### config.mk
export PLATFORM = sky130hd
export DESIGN_NAME = pwm_decoder
export DESIGN_NICKNAME = d
export VERILOG_FILES = /design/src/rtl/pwm_decoder.sv
export SDC_FILE = /design/constraint.sdc
export NUM_CORES = 1
export LEC_CHECK = 0
export BUFFER_PORTS_ARGS = -buffer_cell sky130_fd_sc_hd__buf_2
export CAP_MARGIN = 20
export CORE_MARGIN = 2
export CORE_UTILIZATION = 55
export CTS_CLUSTER_SIZE = 40
export DETAILED_ROUTE_END_ITERATION = 7
export MAX_ROUTING_LAYER = met4
export PLACE_DENSITY_LB_ADDON = 0.25
export SYNTH_ARGS = -nofsm -noshare
export SYNTH_HDL_FRONTEND = slang
export SYNTH_SLANG_ARGS = --single-unit
### constraint.sdc
create_clock -name clk -period 4.1 [get_ports clk]
set_input_delay 0.41 -clock clk [delete_from_list [all_inputs] [get_ports clk]]
set_output_delay 0.41 -clock clk [all_outputs]
set_load 0.05 [all_outputs]
### src/rtl/pwm_decoder.sv
// rtl/pwm_decoder.sv - recovers the duty word from a rising-edge aligned PWM line
// One valid pulse per well-formed frame, err pulse on malformed frames.
module pwm_decoder #(
  parameter int WIDTH       = 8,
  parameter int PERIOD      = 256,
  parameter int SYNC_STAGES = 2
) (
  input  logic             clk,
  input  logic             rst,
  input  logic             en,
  input  logic             pwm_in,
  output logic [WIDTH-1:0] duty,
  output logic             valid,
  output logic             locked,
  output logic             err
);

  localparam int CW = $clog2(PERIOD) + 1;
  localparam int HSAT = (PERIOD < 2**WIDTH) ? PERIOD : 2**WIDTH - 1;
  localparam logic [CW-1:0]    P_FULL = CW'(PERIOD);
  localparam logic [CW-1:0]    P_LAST = CW'(PERIOD - 1);
  localparam logic [CW-1:0]    C_ONE  = CW'(1);
  localparam logic [WIDTH-1:0] H_ONE  = WIDTH'(1);
  localparam logic [WIDTH-1:0] H_MAX  = WIDTH'(HSAT);

  typedef enum logic [1:0] {IDLE, ACQUIRE, MEASURE_HIGH, MEASURE_LOW} state_t;

  state_t                 state;
  logic [SYNC_STAGES-1:0] sync;
  logic                   s;
  logic                   prev;
  logic                   rise;
  logic                   fall;
  logic [CW-1:0]          frame_cnt;
  logic [CW-1:0]          run_cnt;
  logic [WIDTH-1:0]       high_cnt;

  assign s = sync[SYNC_STAGES-1];

  function automatic logic [CW-1:0] cnt_inc(input logic [CW-1:0] v);
    return (v >= P_FULL) ? P_FULL : v + C_ONE;
  endfunction

  function automatic logic [WIDTH-1:0] high_inc(input logic [WIDTH-1:0] v);
    return (v >= H_MAX) ? H_MAX : v + H_ONE;
  endfunction

  // rise/fall are registered; prev is the line level aligned with them.
  always_ff @(posedge clk or negedge rst) begin
    if (!rst) begin
      sync <= '0;
      prev <= 1'b0;
      rise <= 1'b0;
      fall <= 1'b0;
    end else begin
      sync <= {sync[SYNC_STAGES-2:0], pwm_in};
      prev <= s;
      rise <= s & ~prev;
      fall <= ~s & prev;
    end
  end

  always_ff @(posedge clk or negedge rst) begin
    if (!rst) begin
      state     <= IDLE;
      frame_cnt <= '0;
      run_cnt   <= '0;
      high_cnt  <= '0;
      duty      <= '0;
      valid     <= 1'b0;
      locked    <= 1'b0;
      err       <= 1'b0;
    end else begin
      valid <= 1'b0;
      err   <= 1'b0;
      if (!en) begin
        state     <= IDLE;
        frame_cnt <= '0;
        run_cnt   <= '0;
        high_cnt  <= '0;
        locked    <= 1'b0;
      end else begin
        case (state)
          IDLE: begin
            frame_cnt <= '0;
            run_cnt   <= '0;
            high_cnt  <= '0;
            locked    <= 1'b0;
            state     <= ACQUIRE;
          end
          ACQUIRE: begin
            if (rise) begin
              state     <= MEASURE_HIGH;
              frame_cnt <= C_ONE;
              high_cnt  <= H_ONE;
              run_cnt   <= '0;
            end else if (fall) begin
              run_cnt <= C_ONE;
            end else if (run_cnt >= P_LAST) begin
              // a whole frame at one level: low is the 0% duty, high is stuck
              run_cnt <= '0;
              if (prev) begin
                err    <= 1'b1;
                locked <= 1'b0;
              end else begin
                duty   <= '0;
                valid  <= 1'b1;
                locked <= 1'b1;
              end
            end else begin
              run_cnt <= cnt_inc(run_cnt);
            end
          end
          MEASURE_HIGH: begin
            if (fall) begin
              frame_cnt <= cnt_inc(frame_cnt);
              state     <= MEASURE_LOW;
            end else if (frame_cnt >= P_LAST) begin
              err       <= 1'b1;
              locked    <= 1'b0;
              frame_cnt <= '0;
              high_cnt  <= '0;
              run_cnt   <= '0;
              state     <= ACQUIRE;
            end else begin
              frame_cnt <= cnt_inc(frame_cnt);
              high_cnt  <= high_inc(high_cnt);
            end
          end
          MEASURE_LOW: begin
            if (rise) begin
              if (frame_cnt == P_FULL) begin
                duty   <= high_cnt;
                valid  <= 1'b1;
                locked <= 1'b1;
              end else begin
                err    <= 1'b1;
                locked <= 1'b0;
              end
              frame_cnt <= C_ONE;
              high_cnt  <= H_ONE;
              state     <= MEASURE_HIGH;
            end else if (frame_cnt >= P_FULL) begin
              // frame overran while low; ACQUIRE decides whether it is 0%
              locked    <= 1'b0;
              frame_cnt <= '0;
              high_cnt  <= '0;
              run_cnt   <= C_ONE;
              state     <= ACQUIRE;
            end else begin
              frame_cnt <= cnt_inc(frame_cnt);
            end
          end
          default: state <= IDLE;
        endcase
      end
    end
  end

endmodule

==> results summary, run 1 <==
The worst voltage drop across the vdd grid is 0.2888 mV. The number of hold buffers added after CTS was 0. The horizontal extent of the die came out at 71.71 µm.

The number of register bits inferred by synthesis came out at 44. The violation count after the first detailed-route iteration came out at 131. Entering global routing, the biggest net connects 45 pins.

The cell count after synthesis came out at 253. The antenna violation net count after detailed routing is 0. The setup-violating endpoint count in the final report came out at 0. For this design, the sink count on the clock tree is 44.

The total negative setup slack is 0 ps. The floorplan step set the die height to 71.71 µm. The critical path is of the reg -> reg type. Ranked by instance count, the synthesized netlist is headed by sky130_fd_sc_hd__dfrtp_1, sky130_fd_sc_hd__nand3_1, sky130_fd_sc_hd__nand2_1. The final critical path takes up 66.52% of the cycle. After clock tree synthesis, the clock-pin slew on the worst setup and hold paths is 90 ps. The buffers inserted during post-CTS setup optimization is 0. The fraction of the yosys area taken by sequential cells is 43.67%. The global-route wire length before repair came out at 9066 µm. In this run, post-CTS repair resized a total of 0 instances. The endpoint kind of the worst setup timing path is a flip-flop. The H-tree depth is 2.

The die area came out at 5142 µm². In the routed design, unresolved DRC markers number 0. Measured on the finished design, the core utilization comes to 60.99%. The required time at the worst-slack endpoint is 4330 ps. Synthesis instantiated 56 different standard cells from the library. The transition time at the pin with the least slew margin came out at 940.7 ps. For this run, the number of Yosys warnings is 0.

The top-area cell type share of the netlist area is 43.67%. The clock tree from TritonCTS is built. The number of inserted diodes came out at 0.

The final-report max-slew violation count is 0. STA classifies the critical path startpoint as a flip-flop. Counting flops with an async set or reset pin after synthesis yields a share of 100.0%.

The detailed router placed 1978 vias in this run. The tightest min-delay check is of the in -> reg type. In this run, CTS created clock tree buffers numbering 5. The overall power of the completed layout is 0.7945 mW. The vias per cell came out at 6.279. The sum of routed wire length over all layers is 5036 µm. The ratio of cells with drive above 1 in the final layout came out at 17.87%. The number of max-cap violations is 0.

The total nets after synthesis came out at 263. The leakage component of the power is 1.197 nW. The number of global-route vias before repair is 1909.

The multi-input combinational cell area is 1304 µm². The final layout net count came out at 273. The congestion estimate from routability-driven global placement came to 0.8551.

The minimum clock period is 2728 ps. The flow ran to the end, and the final reports show no timing, DRC or antenna violations. After global routing the overflow that remains totals 0. Clock tree synthesis selected as its root buffer the cell sky130_fd_sc_hd__clkbuf_8. The I/O pin count came out at 15. The number of buffers between clock root and the deepest sink is 2.

Data on the critical path arrives at its endpoint at 2960 ps. The wire length per cell came out at 15.99 µm. The count of port buffers added during placement is 14. Measured against its own limit, the worst slew margin works out to 37.29%. The effective utilization at floorplan is 57.51%.

Between clock sinks in the finished design, the worst skew comes to 12.31 ps. The register cell area after layout came out at 1101 µm². The total standard cell area after synthesis is 2521 µm². The initial antenna violation count came out at 0. The dominant register cell in the synthesized netlist is sky130_fd_sc_hd__dfrtp_1. Yosys attributes the largest share of cell area to sky130_fd_sc_hd__dfrtp_1, sky130_fd_sc_hd__nand3_1, sky130_fd_sc_hd__mux2_2.

The ratio of total power to cell area came out at 297.2 nW/µm². The post-synthesis average cell area is 9.965 µm². The post-detailed-placement half-perimeter wirelength is 3517 µm.

For this run, the detailed router's first-pass iteration total came to 4. The layout has 377 filler cells. The count of final hold-check violations was 0.

Setup repair after global routing left no endpoint under its margin. In the global route stage, overall resource usage came out at 22.84%. The maximum frequency from static timing analysis came out at 366.6 MHz. sky130_fd_sc_hd__dfrtp_1 is the most common cell in the netlist. After floorplanning, the core was divided into 24 placement rows. The top fanout value on the critical path is 12. The area growth from synthesis to layout is 6.054%. The clock latency on the worst-skew pair came out at 300 ps. The placeable core area came out at 4384 µm².

The cell type with the highest aggregate area in the netlist is sky130_fd_sc_hd__dfrtp_1. In this run, synthesis inferred 0 flip-flops with an integrated enable.
-- layout by cell type (no fill, tap or decap), drive strengths merged, types with 6 or more instances in the layout --
cell / n
a21oi: 11
a31oi: 10
and3: 9
buf: 14
dfrtp: 44
ha: 6
inv: 14
mux2: 8
nand2: 18
nand3: 18
nand4: 13
nor2: 10
nor3: 8
o21ai: 9
-- through the flow --
step | instances | setup WS (ps) | hold slack [ps] | instance area (µm²)
after CTS | 315 | 1363 | 207.2 | 2674
after global routing | 315 | 1159 | 206.7 | 2674
after global placement | 308 | 1478 | 345.2 | 2592
after detailed placement | 308 | 1385 | 338.6 | 2592
after floorplan | 253 | 1696 | 114.4 | 2521
final | 315 | 1372 | 214.5 | 2674
-- critical path: stages, from the launching register on --
cell and delay (ps):
sky130_fd_sc_hd__dfrtp_1 430, sky130_fd_sc_hd__ha_1 240, sky130_fd_sc_hd__nand3_1 160, sky130_fd_sc_hd__nor2_1 80, sky130_fd_sc_hd__and3_1 180, sky130_fd_sc_hd__ha_1 180
sky130_fd_sc_hd__or2_2 310, sky130_fd_sc_hd__a2111oi_4 640, sky130_fd_sc_hd__or2b_1 290, sky130_fd_sc_hd__a31oi_1 150
-- worst paths after layout --
path / start / end / slack, ps / cells past startpoint
min in group asynchronous: rst / run_cnt[2] / 250 / 1
max reg2reg: run_cnt[0] / run_cnt[2] / 1370 / 9
max: run_cnt[0] / run_cnt[2] / 1370 / 9
min reg2reg: sync[0] / sync[1] / 360 / 0
min: pwm_in / sync[0] / 210 / 1
max in group asynchronous: rst / run_cnt[1] / 3270 / 1
-- cell families after synthesis --
logic type | share of synthesized area [%]
flip-flops | 43.67
multiplexers | 4.367
XOR/XNOR | 0.3475
AND/OR/NAND/NOR | 24.72
AO/OA/AOI/OAI | 19.31
adder cells (fa/ha/maj) | 2.978
buffers and inverters | 4.615
-- state kept, by name (all words and copies together), names as in the netlist --
register,count
duty,8
err,1
fall,1
frame_cnt,9
high_cnt,8
locked,1
prev,1
rise,1
run_cnt,9
state,2
sync,2
valid,1
-- report_power, final --
part	switching, mW	internal (mW)	total (mW)
registers	0.0182	0.442	0.460
clock network	0.146	0.115	0.261
logic	0.0491	0.0247	0.0738
-- area by class of cell --
class | count | share of cell area (%)
clock inverter | 2 | 0.4679
tap | 52 | 2.433
sequential | 44 | 41.18
clock buffer | 5 | 2.574
timing repair buffer | 14 | 2.621
inverter | 14 | 1.965
multi-input combinational | 184 | 48.76
-- layer usage --
metal / GRT usage, % / vias to the layer above / wire [µm]
li1: - / 977 / -
met1: 31.71 / 944 / 2487
met2: 34.36 / 47 / 2234
met3: 4.923 / 10 / 245
met4: 5.870 / 0 / 69
met5: - / - / 0
Note: power is estimated with default switching activity, not from simulation.
==> run 2: changes to the inputs <==
ABC_AREA = 1   (was unset)
clock period = 2.2 ns   (was 4.1 ns; I/O delays follow)
==> results summary, run 2 <==
The run finished with clean final reports. The clock reaches the later pin of the worst-skew pair after 300 ps. The CTS clock-pin slew for the worst setup and hold paths came out at 90 ps. The count of port buffers added during placement is 14. For this design the total switching power over the nets is 0.7652 mW. Counting along the longest clock path gives a buffer depth of 2. Clock tree synthesis found a total of 44 sinks. The first routing iteration left 150 violations. Buffers inserted during clock tree synthesis total 5. The share of power burned in registers is 43.8%. In this run the count of I/O pins placed on the die edge is 15.

The top-area cell type share of the netlist area is 42.93%. In this run the power density over the cells is 752.2 nW/µm². The combinational cell fraction of total power came out at 26.3%. The post-detailed-placement half-perimeter wirelength is 4150 µm. In this run the worst path has a maximum fanout of 18. The global-route wire length before repair came out at 9908 µm. The sum of routed wire length over all layers is 5634 µm. The H-tree was split into 2 levels. The ratio of cells with drive above 1 in the final layout came out at 14.85%.

The length of the first detailed-routing pass in iterations is 5. The maximum number of pins on one net before global-route repair is 24. The total standard cell area after synthesis came out at 2565 µm².

The effective utilization at floorplan is 58.11%. The count of unique library cells instantiated by Yosys is 36. The leakage component of the power came out at 1.299 nW. The fraction of synthesis flops using an asynchronous set or reset pin is 100.0%.

In the layout the commonest cells are sky130_fd_sc_hd__nand2_1, sky130_fd_sc_hd__dfrtp_1, sky130_fd_sc_hd__inv_1, sky130_fd_sc_hd__nand3_1, sky130_fd_sc_hd__nor2_1. By area the synthesized netlist is led by sky130_fd_sc_hd__dfrtp_1, sky130_fd_sc_hd__nand2_1, sky130_fd_sc_hd__nand3_1. The total grt overflow came out at 0.

The floorplan has 24 rows. The endpoint kind of the worst setup timing path is a flip-flop. After detailed routing, the number of remaining DRC violations is 0. In the final design database the tool counted 366 nets. In the synthesized netlist the dominant register cell turns out to be sky130_fd_sc_hd__dfrtp_1. The warning count from the yosys run is 0. The worst setup path is launched from a flip-flop. The die area is 5226 µm². From bottom edge to top edge, the die measures 72.29 µm. The tree is rooted in a sky130_fd_sc_hd__clkbuf_8. The final-report max-slew violation count is 0.

The buffers inserted during post-CTS setup optimization is 0. The required time at the worst-slack endpoint came out at 2390 ps. The maximum frequency from static timing analysis is 484.4 MHz.

For the worst setup path, the data arrival time is 2260 ps. The total nets after synthesis came out at 347. The path class of the lowest-slack min-delay path is in -> reg. The number of cells traversed by the worst hold path is 1. Global routing used 24.95% of the available tracks across all layers. After synthesis, the most frequently instantiated cells are sky130_fd_sc_hd__nand2_1, sky130_fd_sc_hd__dfrtp_1, sky130_fd_sc_hd__inv_1, sky130_fd_sc_hd__nand3_1, sky130_fd_sc_hd__nor2_1. The utilization after layout is 63.86%. The final weighted congestion in routability-driven placement is 0.9313. The worst path uses 93.85% of the clock period. The count of final hold-check violations was 0.

The overall power of the completed layout is 2.120 mW. The critical path is of the reg -> reg type. Net switching is 36.08% of the power. TritonCTS built the clock tree. The worst relative slew slack came out at 74.71%. The library cell used most frequently in the layout, excluding fill and tap cells, is sky130_fd_sc_hd__nand2_1. The number of global-route vias before repair is 2161.

The post-synthesis average cell area came out at 7.611 µm². The minimum clock period is 2065 ps. In this run, synthesis inferred 0 flip-flops with an integrated enable. The number of register bits inferred by synthesis came out at 44.

The filler cells instantiated in the layout total 398. Summing over every cut layer, the via total after detailed routing is 2307. Between clock sinks in the finished design, the worst skew comes to 4.036 ps. The cell count after synthesis came out at 337. The clock power share came out at 29.8%.

The wire length per cell came out at 13.78 µm. The multi-input combinational cell area is 1279 µm². The number of max-cap violations is 0.

The horizontal extent of the die is 72.29 µm. Yosys instantiated no cell more often than sky130_fd_sc_hd__nand2_1. sky130_fd_sc_hd__dfrtp_1 takes more of the synthesized area than any other cell. The transition time at the pin with the least slew margin came out at 379.4 ps. The initial antenna violation count came out at 0. Dividing the detail-routed via count by the number of cells gives 5.641. Of the synthesized area, sequential elements account for 42.93%. The largest registers in the layout are frame_cnt (9), run_cnt (9). Cell internal power was estimated by the tool at 1.355 mW. The floorplan step defined a core boundary enclosing 4414 µm².

The number of antenna diodes in the final layout is 0. Counting cells, the worst reg-to-reg path comes to 11. The area growth from synthesis to layout is 9.902%. The worst voltage drop across the vdd grid is 0.6998 mV. The antenna violation net count after detailed routing is 0. The setup-violating endpoint count in the final report is 0.

The register cell area after layout came out at 1101 µm².
## run 2: cell types whose count changed in the layout (fill, tap and decap cells not counted), moves of 8 or more
cell                      delta
sky130_fd_sc_hd__a31oi_1     -8
sky130_fd_sc_hd__nand2_1    +70
sky130_fd_sc_hd__inv_1      +20
sky130_fd_sc_hd__mux2_2      -8
sky130_fd_sc_hd__and3_1      -9
sky130_fd_sc_hd__nor2_1     +22
sky130_fd_sc_hd__o21ai_0    +18
sky130_fd_sc_hd__nand3_1    +15
sky130_fd_sc_hd__o21ai_2     +8
## run 2: final timing paths
kind | end | startpoint | slack (ps)
max | duty[7] | run_cnt[0] | 140
min in group asynchronous | run_cnt[4] | rst | 230
max reg2reg | duty[7] | run_cnt[0] | 140
min reg2reg | sync[1] | sync[0] | 370
min | sync[0] | pwm_in | 20
max in group asynchronous | high_cnt[0] | rst | 1510
## run 2: per-stage QoR
step | hold slack, ps | instances | area (µm²) | setup TNS, ps | setup slack, ps
floorplan | -75.59 | 337 | 2565 | 0 | 283.3
CTS | 17.47 | 409 | 2816 | 0 | 130.5
global route | 5.720 | 409 | 2819 | -6.168 | -3.651
detailed placement | 10.91 | 400 | 2691 | 0 | 151.5
finish | 22.67 | 409 | 2819 | 0 | 135.4
global placement | 12.04 | 400 | 2691 | 0 | 231.6
## run 2: power groups by stage
stage | clock network [mW] | registers [mW] | logic (mW)
final | 0.632 | 0.929 | 0.559
after global routing | 0.680 | 0.940 | 0.634
after CTS | 0.647 | 0.926 | 0.552
after detailed placement | 0 | 0.942 | 0.547
after global placement | 0 | 0.941 | 0.543
after floorplan | 0 | 0.933 | 0.389
## run 2: area by class of cell
cell class / count / share of cell area (%)
Multi-Input combinational cell: 247 / 45.36
Sequential cell: 44 / 39.06
Inverter: 39 / 5.282
Timing Repair Buffer: 19 / 3.906
Clock buffer: 5 / 2.441
Tap cell: 52 / 2.308
Clock inverter: 3 / 1.642
## run 2: routing by layer
| layer | share of wire (%) | global-route usage [%] |
|---|---|---|
| met4 | 1.2 | 6.709 |
| met2 | 45 | 37.72 |
| met1 | 49 | 34.95 |
| met3 | 4.4 | 4.444 |
| met5 | 0 | - |
## run 2: kinds of logic after synthesis
| kind of cell | after synthesis | share of synthesized area, % |
|---|---|---|
| simple gates | 185 | 33.37 |
| xor+xnor | 3 | 1.025 |
| flops | 44 | 42.93 |
| buf+inv | 46 | 7.317 |
| fa+ha+maj | 6 | 2.927 |
| compound gates | 53 | 12.44 |
## run 2: repair_timing
action,in CTS,in global routing
setup endpoints to repair,0,8
endpoints found under the hold margin,44,0
hold buffers,1,0
resized for setup,0,1
## run 2: critical path, cell delays in order (launching register included)
cell and delay [ps]:
sky130_fd_sc_hd__dfrtp_1 460, sky130_fd_sc_hd__ha_2 260, sky130_fd_sc_hd__nand4_1 130, sky130_fd_sc_hd__nor3_1 180
sky130_fd_sc_hd__ha_1 210, sky130_fd_sc_hd__nor2_1 100, sky130_fd_sc_hd__nand2_8 120, sky130_fd_sc_hd__inv_4 50
sky130_fd_sc_hd__o21ai_4 130, sky130_fd_sc_hd__nand2_4 160, sky130_fd_sc_hd__nand2_1 120, sky130_fd_sc_hd__o21ai_2 50
==> run 3: changes to the inputs <==
clock period = 2.5 ns   (was 2.2 ns; I/O delays follow)
==> results summary, run 3 (synthesis gave the netlist of run 2 again) <==
The total negative setup slack came out at 0 ps. The signal arrival time at the worst endpoint is 2260 ps. The final setup skew came out at 7.164 ps. The remaining design rule violation count came out at 0. The endpoint identified for the worst register-to-register timing path is duty[7]. The worst relative slew slack came out at 65.16%. The critical path's most frequent cell is sky130_fd_sc_hd__ha_1.

The largest registers in the layout are frame_cnt (9), run_cnt (9). The ratio of cells with drive above 1 in the final layout came out at 13.84%. The top fanout value on the critical path is 18. Setup repair after global routing left no endpoint under its margin. The worst setup path is launched from a flip-flop. Row generation in the floorplan step produced 24 rows. Dividing the detail-routed via count by the number of cells gives 5.672. The setup slack of the most critical reg-to-reg path is 440 ps.

The I/O pin count came out at 15. The number of global-route vias before repair came out at 2120. The leakage component of the power came out at 1.295 nW. The number of max-cap violations came out at 0. The most critical setup path has its endpoint at duty[7].

The H-tree depth is 2. The transition time at the pin with the least slew margin came out at 522.6 ps. The total grt overflow is 0. The routed design could run at a clock period as short as 2063 ps. The maximum number of pins on one net before global-route repair is 45.

The violation count after the first detailed-route iteration is 188. The setup-violating endpoint count in the final report is 0. The CTS clock-pin slew for the worst setup and hold paths came out at 90 ps. Traced cell by cell, the critical path runs through ha_1, nand4_1, nor3_1, ha_1, nor2_1, nand2_8, inv_4, o21ai_4, nand2_4, nand2_1, o21ai_2. On the worst path, the slowest cell contributes a delay of 460 ps. The final-report max-slew violation count came out at 0.

The total via count after detailed routing is 2303. The worst voltage drop across the vdd grid is 0.6332 mV. The start of the worst register-to-register path is run_cnt[0].

The global-route wire length before repair came out at 9915 µm. The worst setup path startpoint is run_cnt[0]. The critical path is of the reg -> reg type. The library cells used most frequently in the layout, excluding fill and tap cells, are sky130_fd_sc_hd__nand2_1, sky130_fd_sc_hd__dfrtp_1, sky130_fd_sc_hd__inv_1, sky130_fd_sc_hd__nand3_1, sky130_fd_sc_hd__nor2_1. The slowest stage of the critical path belongs to the cell sky130_fd_sc_hd__dfrtp_1. The total area inside the core boundary comes to 4414 µm². The horizontal extent of the die is 72.29 µm. The effective utilization at floorplan is 58.11%. The utilization after layout came out at 63.75%. In the final routed layout, each cell accounts on average for 14.00 µm.

The length of the first detailed-routing pass in iterations came out at 5. In this run, CTS created clock tree buffers numbering 5. The required time at the worst-slack endpoint came out at 2700 ps. The overall power of the completed layout is 1.866 mW. The clock sink count came out at 44. Summed over all layers, the routed wires come to 5682 µm. The worst setup path is captured at a flip-flop. The path class of the tightest hold or removal check is in -> reg. The run finished with clean final reports. The clock tree from TritonCTS is built.

Detailed placement ended at an HPWL of 4041 µm. The die covers 5226 µm². The final-layout worst hold slack is 43.01 ps. The initial antenna violation count was 0.

The area growth from synthesis to layout is 9.707%. The antenna violation net count after detailed routing is 0. The maximum frequency from static timing analysis is 484.8 MHz. The final layout net count is 363. The number of buffers between clock root and the deepest sink came out at 2.

The number of inserted diodes came out at 0. The final weighted congestion in routability-driven placement is 0.9356. In this run the power density over the cells is 663.2 nW/µm². The clock latency on the worst-skew pair is 310 ps.

The overall global routing resource usage is 25.14%. The final critical path takes up 82.51% of the cycle. The tree is rooted in a sky130_fd_sc_hd__clkbuf_8. The number of cells on the worst reg-to-reg path is 11. The count of final hold-check violations is 0. The count of port buffers added during placement came out at 14.

The buffers inserted during post-CTS setup optimization is 0. The die extent in y came out at 72.29 µm. The library cell used most frequently in the layout, excluding fill and tap cells, is sky130_fd_sc_hd__nand2_1.
[run 3: metal layers]
| layer | track usage [%] | vias up | share of wire, % |
|---|---|---|---|
| li1 | - | 1145 | - |
| met1 | 36.14 | 1089 | 48 |
| met2 | 36.70 | 60 | 46 |
| met3 | 4.306 | 9 | 5.0 |
| met4 | 7.338 | 0 | 1.4 |
| met5 | - | - | 0 |
[run 3: cell type report]
cell class,count,area [µm²]
clock buffer,5,68.82
clock inverter,3,46.29
fill,393,1600
inverter,39,148.9
multi-input combinational,247,1276
sequential,44,1101
tap,52,65.06
timing repair buffer,16,107.6
[run 3: through the flow]
step           std cells  setup slack [ps]  instance area (µm²)
2_1_floorplan        337             583.3                 2565
3_3_place_gp         396             527.9                 2661
3_5_place_dp         396             453.3                 2661
4_1_cts              404             439.1                 2776
5_1_grt              406             262.8                 2814
6_report             406             437.2                 2814
[run 3: what timing repair did]
| item | 4_1_cts | 5_1_grt |
|---|---|---|
| endpoints found under the hold margin | 0 | 20 |
| resized for setup | 0 | 0 |
| hold buffers | 0 | 1 |
[run 3: worst min path at each step]
stage,startpoint,end,cells after the start
3_3_place_gp,sync[0],sync[1],0
3_5_place_dp,sync[0],sync[1],0
6_report,pwm_in,sync[0],1
5_1_grt,pwm_in,sync[0],1
4_1_cts,pwm_in,sync[0],1
2_1_floorplan,rst,duty[0],0
[run 3: power breakdown]
part           internal, mW  switching, mW  total [mW]
logic                 0.128          0.349       0.477
registers             0.757         0.0680       0.825
clock network         0.301          0.264       0.565
total                  1.19          0.681        1.87
[run 3: critical path: cells and delay by family, from the launching register on]
family,cells,cell delay (ps)
compound gates,2,180
simple gates,6,810
fa+ha+maj,2,460
buf+inv,1,50
flops,1,460
